**src/rtl/extract_trigger_from_tlast_pkg.sv**
```systemverilog
// Shared types and constants for the tlast/trigger stream blocks
// (playback and acquisition sides).
package extract_trigger_from_tlast_pkg;

    localparam int unsigned ETT_COUNT_WIDTH   = 32;
    localparam int unsigned ETT_TRIGGER_WIDTH = 32;

    typedef enum logic [0:0] {
        S_IDLE   = 1'b0,
        S_STREAM = 1'b1
    } ett_state_t;

endpackage

```
**src/rtl/extract_trigger_from_tlast_prims.sv**
```systemverilog
// Small storage primitives: an enabled register with a parameterized reset
// value, and a clear/increment counter. Both use a synchronous active-high reset.
module extract_trigger_from_tlast_reg #(
    parameter int unsigned     WIDTH       = 1,
    parameter logic [WIDTH-1:0] RESET_VALUE = '0
) (
    input  logic             i_clk,
    input  logic             i_rst,
    input  logic             i_en,
    input  logic [WIDTH-1:0] i_d,
    output logic [WIDTH-1:0] o_q
);

    logic [WIDTH-1:0] r_q;

    always_ff @(posedge i_clk) begin
        if (i_rst) begin
            r_q <= RESET_VALUE;
        end else if (i_en) begin
            r_q <= i_d;
        end
    end

    assign o_q = r_q;

endmodule

// Clear takes priority over increment; the count wraps modulo 2^WIDTH.
module extract_trigger_from_tlast_counter #(
    parameter int unsigned WIDTH = 32
) (
    input  logic             i_clk,
    input  logic             i_rst,
    input  logic             i_clear,
    input  logic             i_inc,
    output logic [WIDTH-1:0] o_count
);

    logic [WIDTH-1:0] r_count;

    always_ff @(posedge i_clk) begin
        if (i_rst) begin
            r_count <= '0;
        end else if (i_clear) begin
            r_count <= '0;
        end else if (i_inc) begin
            r_count <= r_count + WIDTH'(1);
        end
    end

    assign o_count = r_count;

endmodule

```
**src/rtl/extract_trigger_from_tlast.sv**
```systemverilog
// Forwards tlast-framed DMA packets as an unframed stream to the DAC path,
// pulses a trigger at a chosen beat of each packet and stops after N packets.
module extract_trigger_from_tlast
    import extract_trigger_from_tlast_pkg::*;
#(
    parameter int unsigned DATA_WIDTH  = 32,
    parameter int unsigned COUNT_WIDTH = ETT_COUNT_WIDTH
) (
    input  logic                         stream_clk,
    input  logic                         stream_reset,
    input  logic                         start,
    input  logic [COUNT_WIDTH-1:0]       packet_count,
    input  logic [COUNT_WIDTH-1:0]       trigger_beat,
    input  logic [ETT_TRIGGER_WIDTH-1:0] trigger_select,
    output logic                         idle,
    output logic [COUNT_WIDTH-1:0]       packets_done,
    output logic [COUNT_WIDTH-1:0]       last_length,
    output logic                         underrun,
    input  logic [DATA_WIDTH-1:0]        s_tdata,
    input  logic                         s_tvalid,
    output logic                         s_tready,
    input  logic                         s_tlast,
    output logic [DATA_WIDTH-1:0]        m_tdata,
    output logic                         m_tvalid,
    input  logic                         m_tready,
    output logic [ETT_TRIGGER_WIDTH-1:0] trigger
);

    logic [0:0]                   r_state_q;
    ett_state_t                   w_state;
    ett_state_t                   w_state_next;
    logic                         w_streaming;
    logic                         w_start_accept;
    logic                         w_beat;
    logic                         w_tlast_beat;
    logic                         w_trig_hit;
    logic                         w_underrun_set;
    logic [COUNT_WIDTH-1:0]       r_beat_count;
    logic [COUNT_WIDTH-1:0]       r_packets_done;
    logic [COUNT_WIDTH-1:0]       r_last_length;
    logic [0:0]                   r_underrun;
    logic [ETT_TRIGGER_WIDTH-1:0] r_trigger;
    logic [COUNT_WIDTH-1:0]       w_done_next;
    logic [COUNT_WIDTH-1:0]       w_packet_limit;
    logic [ETT_TRIGGER_WIDTH-1:0] w_trigger_d;

    assign w_state     = ett_state_t'(r_state_q);
    assign w_streaming = (w_state == S_STREAM);

    // Combinational pass-through; the sink is only ever offered data while streaming.
    assign m_tdata  = w_streaming ? s_tdata : '0;
    assign m_tvalid = w_streaming & s_tvalid;
    assign s_tready = w_streaming & m_tready;

    assign w_beat         = w_streaming & s_tvalid & m_tready;
    assign w_tlast_beat   = w_beat & s_tlast;
    assign w_trig_hit     = w_beat & (r_beat_count == trigger_beat);
    assign w_underrun_set = w_streaming & (r_beat_count != '0) & m_tready & ~s_tvalid;
    assign w_done_next    = r_packets_done + COUNT_WIDTH'(1);
    assign w_packet_limit = (packet_count == '0) ? COUNT_WIDTH'(1) : packet_count;
    assign w_trigger_d    = w_trig_hit ? trigger_select : '0;

    // Next-state logic
    always_comb begin
        w_state_next   = w_state;
        w_start_accept = 1'b0;
        case (w_state)
            S_IDLE: begin
                if (start) begin
                    w_state_next   = S_STREAM;
                    w_start_accept = 1'b1;
                end
            end
            S_STREAM: begin
                if (w_tlast_beat && (w_done_next >= w_packet_limit)) begin
                    w_state_next = S_IDLE;
                end
            end
            default: begin
                w_state_next = S_IDLE;
            end
        endcase
    end

    extract_trigger_from_tlast_reg #(
        .WIDTH       (1),
        .RESET_VALUE (1'(S_IDLE))
    ) u_state_reg (
        .i_clk (stream_clk),
        .i_rst (stream_reset),
        .i_en  (1'b1),
        .i_d   (1'(w_state_next)),
        .o_q   (r_state_q)
    );

    extract_trigger_from_tlast_counter #(
        .WIDTH (COUNT_WIDTH)
    ) u_beat_counter (
        .i_clk   (stream_clk),
        .i_rst   (stream_reset),
        .i_clear (w_start_accept | w_tlast_beat),
        .i_inc   (w_beat),
        .o_count (r_beat_count)
    );

    extract_trigger_from_tlast_counter #(
        .WIDTH (COUNT_WIDTH)
    ) u_packet_counter (
        .i_clk   (stream_clk),
        .i_rst   (stream_reset),
        .i_clear (w_start_accept),
        .i_inc   (w_tlast_beat),
        .o_count (r_packets_done)
    );

    extract_trigger_from_tlast_reg #(
        .WIDTH (COUNT_WIDTH)
    ) u_last_length_reg (
        .i_clk (stream_clk),
        .i_rst (stream_reset),
        .i_en  (w_tlast_beat),
        .i_d   (r_beat_count + COUNT_WIDTH'(1)),
        .o_q   (r_last_length)
    );

    // Sticky until the next start; set and clear never coincide since start is only taken in idle.
    extract_trigger_from_tlast_reg #(
        .WIDTH (1)
    ) u_underrun_reg (
        .i_clk (stream_clk),
        .i_rst (stream_reset),
        .i_en  (w_start_accept | w_underrun_set),
        .i_d   (w_underrun_set),
        .o_q   (r_underrun)
    );

    extract_trigger_from_tlast_reg #(
        .WIDTH (ETT_TRIGGER_WIDTH)
    ) u_trigger_reg (
        .i_clk (stream_clk),
        .i_rst (stream_reset),
        .i_en  (1'b1),
        .i_d   (w_trigger_d),
        .o_q   (r_trigger)
    );

    assign idle         = ~w_streaming;
    assign packets_done = r_packets_done;
    assign last_length  = r_last_length;
    assign underrun     = r_underrun[0];
    assign trigger      = r_trigger;

endmodule

```
**config.mk**
```make
export PLATFORM = sky130hd
export DESIGN_NAME = extract_trigger_from_tlast
export DESIGN_NICKNAME = d
export VERILOG_FILES = /design/src/rtl/extract_trigger_from_tlast_pkg.sv /design/src/rtl/extract_trigger_from_tlast_prims.sv /design/src/rtl/extract_trigger_from_tlast.sv
export SDC_FILE = /design/constraint.sdc
export NUM_CORES = 1
export LEC_CHECK = 0
export BUFFER_PORTS_ARGS = -buffer_cell sky130_fd_sc_hd__buf_2
export CORE_UTILIZATION = 50
export CTS_CLUSTER_DIAMETER = 150
export DETAILED_ROUTE_END_ITERATION = 8
export GPL_TIMING_DRIVEN = 0
export PLACE_DENSITY = 0.8
export SLEW_MARGIN = 10
export SYNTH_ARGS = -nofsm -noshare
export SYNTH_HDL_FRONTEND = slang
export SYNTH_SLANG_ARGS = --single-unit
```
**constraint.sdc**
```tcl
create_clock -name stream_clk -period 3.38 [get_ports stream_clk]
set_input_delay 0.507 -clock stream_clk [delete_from_list [all_inputs] [get_ports stream_clk]]
set_output_delay 0.507 -clock stream_clk [all_outputs]
set_load 0.01 [all_outputs]
```
# [After elaboration in Yosys (flattened, before gate mapping)]
# Cells that the tools add are included.
[word_totals] regBits=130 inputBits=134 wordCells=35 output_inout_bits=132
[op_classes] eq_ne=1 reduce_logical=6 magnitude_cmp=1 bitwise_logic=13 add_sub_neg=2 mux=6
[ops] cell="$add 32x1->32 const B" n=2
[ops] cell="$mux 32" n=2
[ops] cell="$eq 32x32->1" n=1
[ops] cell="$ge 32x32->1" n=1
[ops] cell="$logic_not 32->1" n=1
[ops] cell="$reduce_bool 32->1" n=1
[ops] cell="$and 1x1->1" n=8
[ops] cell="$reduce_or 2->1" n=3
[ops] cell="$mux 1" n=3
[ops] cell="$not 1->1" n=3
[ops] cell="$or 1x1->1" n=2
[ops] cell="$pmux 1 s2" n=1
[ops] cell="$logic_and 1x1->1" n=1

# [Logic depth before layout (Yosys ltp)]
[depth] depth_word=6 mapped_depth=12 ltp_nobuf=12

# [Hierarchy]
# A second synthesis with hierarchy kept.
[unflattened] hier_cells=991 hier_area_um2=8475.6
[modules_own_cells] mod="extract_trigger_from_tlast_counter" area_per_inst_um2=1560.2 seq_area_each_um2=640.6 instances=2 cells_each=173
[modules_own_cells] mod="extract_trigger_from_tlast" area_per_inst_um2=2960.3 seq_area_each_um2=0.0 instances=1 cells_each=433
[modules_own_cells] mod="extract_trigger_from_tlast_reg at u_last_length_reg ..." area_per_inst_um2=1163.6 seq_area_each_um2=640.6 instances=2 cells_each=103
[modules_own_cells] mod="extract_trigger_from_tlast_reg at u_state_reg ..." area_per_inst_um2=33.8 seq_area_each_um2=20.0 instances=2 cells_each=3

# [Least setup slack after synthesis]
# OpenSTA, ideal clock, no wires.
[synth_timing] kind="flip-flop to flip-flop" from="reg u_packet_counter.r_count[0] (netlist: u_packet_counter.o_count[0])" to="reg u_state_reg.r_q (netlist: u_state_reg.o_q)" path_stages_with_launch=13 arrival_ns=2.981 required_time_ns=3.263 setup_ns=0.117 path_buffers=0 setup_slack_ns=0.282 period_less_slack_ns=3.098 path_cell_list="dfxtp_1 > ha_1 > nand4_1 > nor3_1 > nand3_1 > nor2_1 > xor2_1 > ha_1 > nand4_1 > nor4_1 > nand4_1 > or3_1 > o22a_1"
[synth_via] elab_chain_len=5
[synth_rtl] element="start, declared" line_no="extract_trigger_from_tlast_prims.sv:39" source="logic [WIDTH-1:0] r_count;"
[synth_rtl] element="start signal, assigned" line_no="extract_trigger_from_tlast_prims.sv:47" source="r_count <= r_count + WIDTH'(1);"
[synth_rtl] element="$add 32x1->32" line_no="extract_trigger_from_tlast.sv:59" source="assign w_done_next = r_packets_done + COUNT_WIDTH'(1);"
[synth_rtl] element="via w_done_next[30]" line_no="extract_trigger_from_tlast.sv:43" source="logic [COUNT_WIDTH-1:0] w_done_next;"
[synth_rtl] element="$ge 32x32->1" line_no="extract_trigger_from_tlast.sv:75" source="if (w_tlast_beat && (w_done_next >= w_packet_limit)) begin"
[synth_rtl] element="$logic_and 1x1->1" line_no="extract_trigger_from_tlast.sv:75"
[synth_rtl] element="$mux 1" line_no="extract_trigger_from_tlast.sv:75"
[synth_rtl] element="$pmux 1 s2" line_no="extract_trigger_from_tlast.sv:67" source="case (w_state)"
[synth_rtl] element="end signal, assigned" line_no="extract_trigger_from_tlast_prims.sv:20" source="r_q <= i_d;"
[synth_rtl] element="end, declared" line_no="extract_trigger_from_tlast_prims.sv:14" source="logic [WIDTH-1:0] r_q;"
# The timed path passes the listed nets, and every way through them passes these cells.
# A chain may end at the register's enable or synchronous reset.

# [Worst setup path after layout]
[layout_timing] from="reg u_packet_counter.r_count[12] (netlist: u_packet_counter.o_count[12])" to="reg u_state_reg.r_q (netlist: u_state_reg.o_q)"
# Same word-level chain as after synthesis.

==> results.toml <==
[yosys]
synthTopCellsByArea = "dfxtp_1 (35%), xor2_1 (10%), and2_1 (6.0%)"
postSynthNetCount = 1079
synth_top_area_share = 0.348
seq_area_frac_synth = 0.348
synth_top_area_cell = "dfxtp_1"
postSynthCellCount = 910
ys_warn_count = 0
syn_area_per_cell_sq_um = 8.22
synth-seq-cells = 130
syn_area_sq_um = 7480
synth.distinct_cells = 49

[worst_setup_path]
critical_path_arrival_ps = 3610
crit_fanout = 6
slowest_delay_ps = 510
crit_top_cell = "nand4_1"
worst_setup_path_start_kind = "flop"
worst-path-buf-inv = 1
worstSetupEndpointType = "flop"
cp_top_family = "simple AND/OR/NAND/NOR gates"
crit_chain = "nand4_1 -> buf_4 -> or4_4 -> nor2_1 -> xor2_1 -> ha_1 -> nand4_1 -> nor4_2 -> nand4_1 -> or3_1 -> o22a_1"
path_class = "flop to flop"
worstPathRequired_ps = 3670
cp_slowest_cell = "dfxtp_1"

[placed_design]
post-dp-hpwl_mm = 16.7
place_inst = 1358
gp_congestion = 0.910
preCtsSetupSlack_ps = -342
portBuffers = 264

[clock_tree]
clock_latency_ps = 420
path_clk_slew_ps = 60
clockRootBuffer = "clkbuf_16"
cts_buffers = 17
cts_sinks = 130
cts_max_path_buffers = 2
cts_hold_buf = 0
cts_tree = "yes"
cts-htree-levels = 4

[layout]
fin_nets = 1369
diodes = 0
fillerInstances = 1220
area_growth_syn_to_layout_pct = 30.4
final_cells = 1397
drive_gt1_frac = 0.285

[sta]
holdWs_ps = 280
min_period_ps = 3320
fmax_mhz = 301
hold_viol_final = 0
setup_ws_ps = 58.9
finalMaxSlewViolations = 0
setup_viol = 0
post-route-period-util = 0.983
clock_skew_ps = 11.8
relSlewSlack = 0.377
setup_tns_ps = 0
tightestPinTransition_ps = 926

[global_routing]
gr-total-overflow = 0
grt_max_degree = 17
grtUsageTotal = 0.282
grt_antenna_before_repair = 1
grt_pass1_wl_mm = 35.3
grt_pass1_vias = 7125

[pwr]
swShare = 0.255
max-vdd-ir-drop_mv = 0.364
combPwrFrac = 0.093
power_mw = 3.79
power_switching_mw = 0.965
p_int_mw = 2.82
total_leakage_power_nw = 4.57
powerDensity_nw_per_um2 = 388
clkPwrFrac = 0.493
seqPwrFrac = 0.413

[floorplan]
die-area_sq_um = 15500
core-area_sq_um = 14600
io_pins = 266
die_h_um = 124
start_util = 0.513
row_count = 44
dieWidth_um = 124

[min_path]
hp-class = "input pin to flop"

[route]
drc_errors = 0
antenna_left = 0
dr.pass1.iters = 6
drt_wl_total_mm = 21.9
wire_per_inst_um = 15.6
vias_per_cell = 5.52
drt_iter0_drc = 645
num_vias = 7709

[run]
maxCapViolations = 0

[run_status]
status = "complete, no violations"
==> registers in the layout, indices dropped and copies added, names as in the netlist <==
register	flops
u_trigger_reg.o_q	32
u_last_length_reg.o_q	32
u_state_reg.o_q	1
u_underrun_reg.o_q	1
u_packet_counter.o_count	32
u_beat_counter.o_count	32
==> final cells by class <==
cell class	count	area [sq um]	area share
inverter	41	154	0.0158
buffer	69	318	0.0326
sequential	130	2600	0.267
clock buffer	18	429	0.0440
tap	184	230	0.0236
timing repair buffer	271	1370	0.141
clock inverter	14	168	0.0172
multi-input combinational	670	4480	0.459
==> power groups by stage <==
stage                     registers, mW  clock network, mW  logic [mW]
after floorplan                    1.60                  0       0.164
after global placement             1.60                  0       0.346
after detailed placement           1.60                  0       0.352
after CTS                          1.56               1.88       0.355
after global routing               1.57               1.96       0.390
final                              1.56               1.87       0.353
==> cell usage in the layout, fill, tap and decap left out, types with 9 or more instances in the layout <==
| cell | instances |
|---|---|
| nor2_1 | 94 |
| buf_4 | 10 |
| nand4_1 | 35 |
| clkbuf_16 | 17 |
| and3_1 | 9 |
| nor3_1 | 10 |
| or3_1 | 20 |
| nand3_1 | 39 |
| xor2_1 | 86 |
| ha_1 | 35 |
| a211oi_1 | 29 |
| a21oi_1 | 36 |
| nor4_1 | 25 |
| or4_1 | 9 |
| buf_2 | 277 |
| o21ai_0 | 23 |
| dfxtp_1 | 129 |
| and2_1 | 72 |
| clkbuf_1 | 43 |
| nand2_1 | 57 |
| xnor2_1 | 40 |
| inv_1 | 41 |
==> worst paths after layout <==
path                                start  slack [ps]               endpoint  depth (start not counted)
max          u_packet_counter.o_count[12]          60        u_state_reg.o_q                         11
min                    trigger_select[18]         280  u_trigger_reg.o_q[18]                          2
max reg2reg  u_packet_counter.o_count[12]          60        u_state_reg.o_q                         11
min reg2reg            u_underrun_reg.o_q         460     u_underrun_reg.o_q                          1
==> synthesized netlist by cell type, drive strengths merged <==
cell / instances
nand4: 40
or2: 3
a21o: 3
nand3: 40
ha: 35
a211oi: 29
nand4b: 1
nor4b: 1
a32o: 1
or3: 21
dfxtp: 130
a31oi: 1
nor3: 12
xor2: 86
a41oi: 1
nand2b: 1
and3: 9
a2111oi: 1
nand2: 57
nor4: 31
and2: 72
o21a: 1
nor2: 95
or4: 10
clkbuf: 47
buf: 22
o21ai: 23
a21oi: 36
o22a: 1
inv: 41
o21bai: 3
xnor2: 40
a22o: 1
o31ai: 4
o211ai: 4
and4: 5
a311oi: 2
==> stage by stage <==
stage | cell area, sq um | util
after floorplan | 7480 | -
after global placement | 9030 | 0.619
after detailed placement | 9030 | 0.619
after CTS | 9680 | 0.663
after global routing | 9750 | 0.669
final | 9750 | 0.669
==> metal layers <==
layer / routed length (um) / track usage / share of wire / vias to the layer above
met3: 1680 / 0.0653 / 0.077 / 59
met5: 13 / 0 / 0.00059 / -
met4: 773 / 0.113 / 0.035 / 2
met2: 10600 / 0.481 / 0.49 / 380
met1: 8780 / 0.341 / 0.40 / 3553
li1: - / - / - / 3715
==> cells by family after synthesis <==
group,Yosys count,share of synthesized area
AOI/OAI and AO/OA,111,0.0930
xor gates and xnor gates,126,0.148
adders and majority gates,35,0.0585
buffers and inverters,110,0.0631
DFF,130,0.348
and+or+nand+nor,398,0.290
==> repair_timing <==
| item | in CTS | in global routing |
|---|---|---|
| gates resized for setup | 6 | 7 |
| hold endpoints to repair | 0 | 0 |
| setup buffers | 2 | 5 |
| setup endpoints to repair | 1 | 1 |
| pin swaps | 1 | 5 |
==> worst register-to-register path: cells and delay by family, from the launching register on <==
family	cells	cell delay [ps]
and+or+nand+nor	7	1840
DFF	1	510
adders and majority gates	1	310
buffers and inverters	1	240
AOI/OAI and AO/OA	1	210
xor gates and xnor gates	1	90
Power figures use the tool's default switching activity.
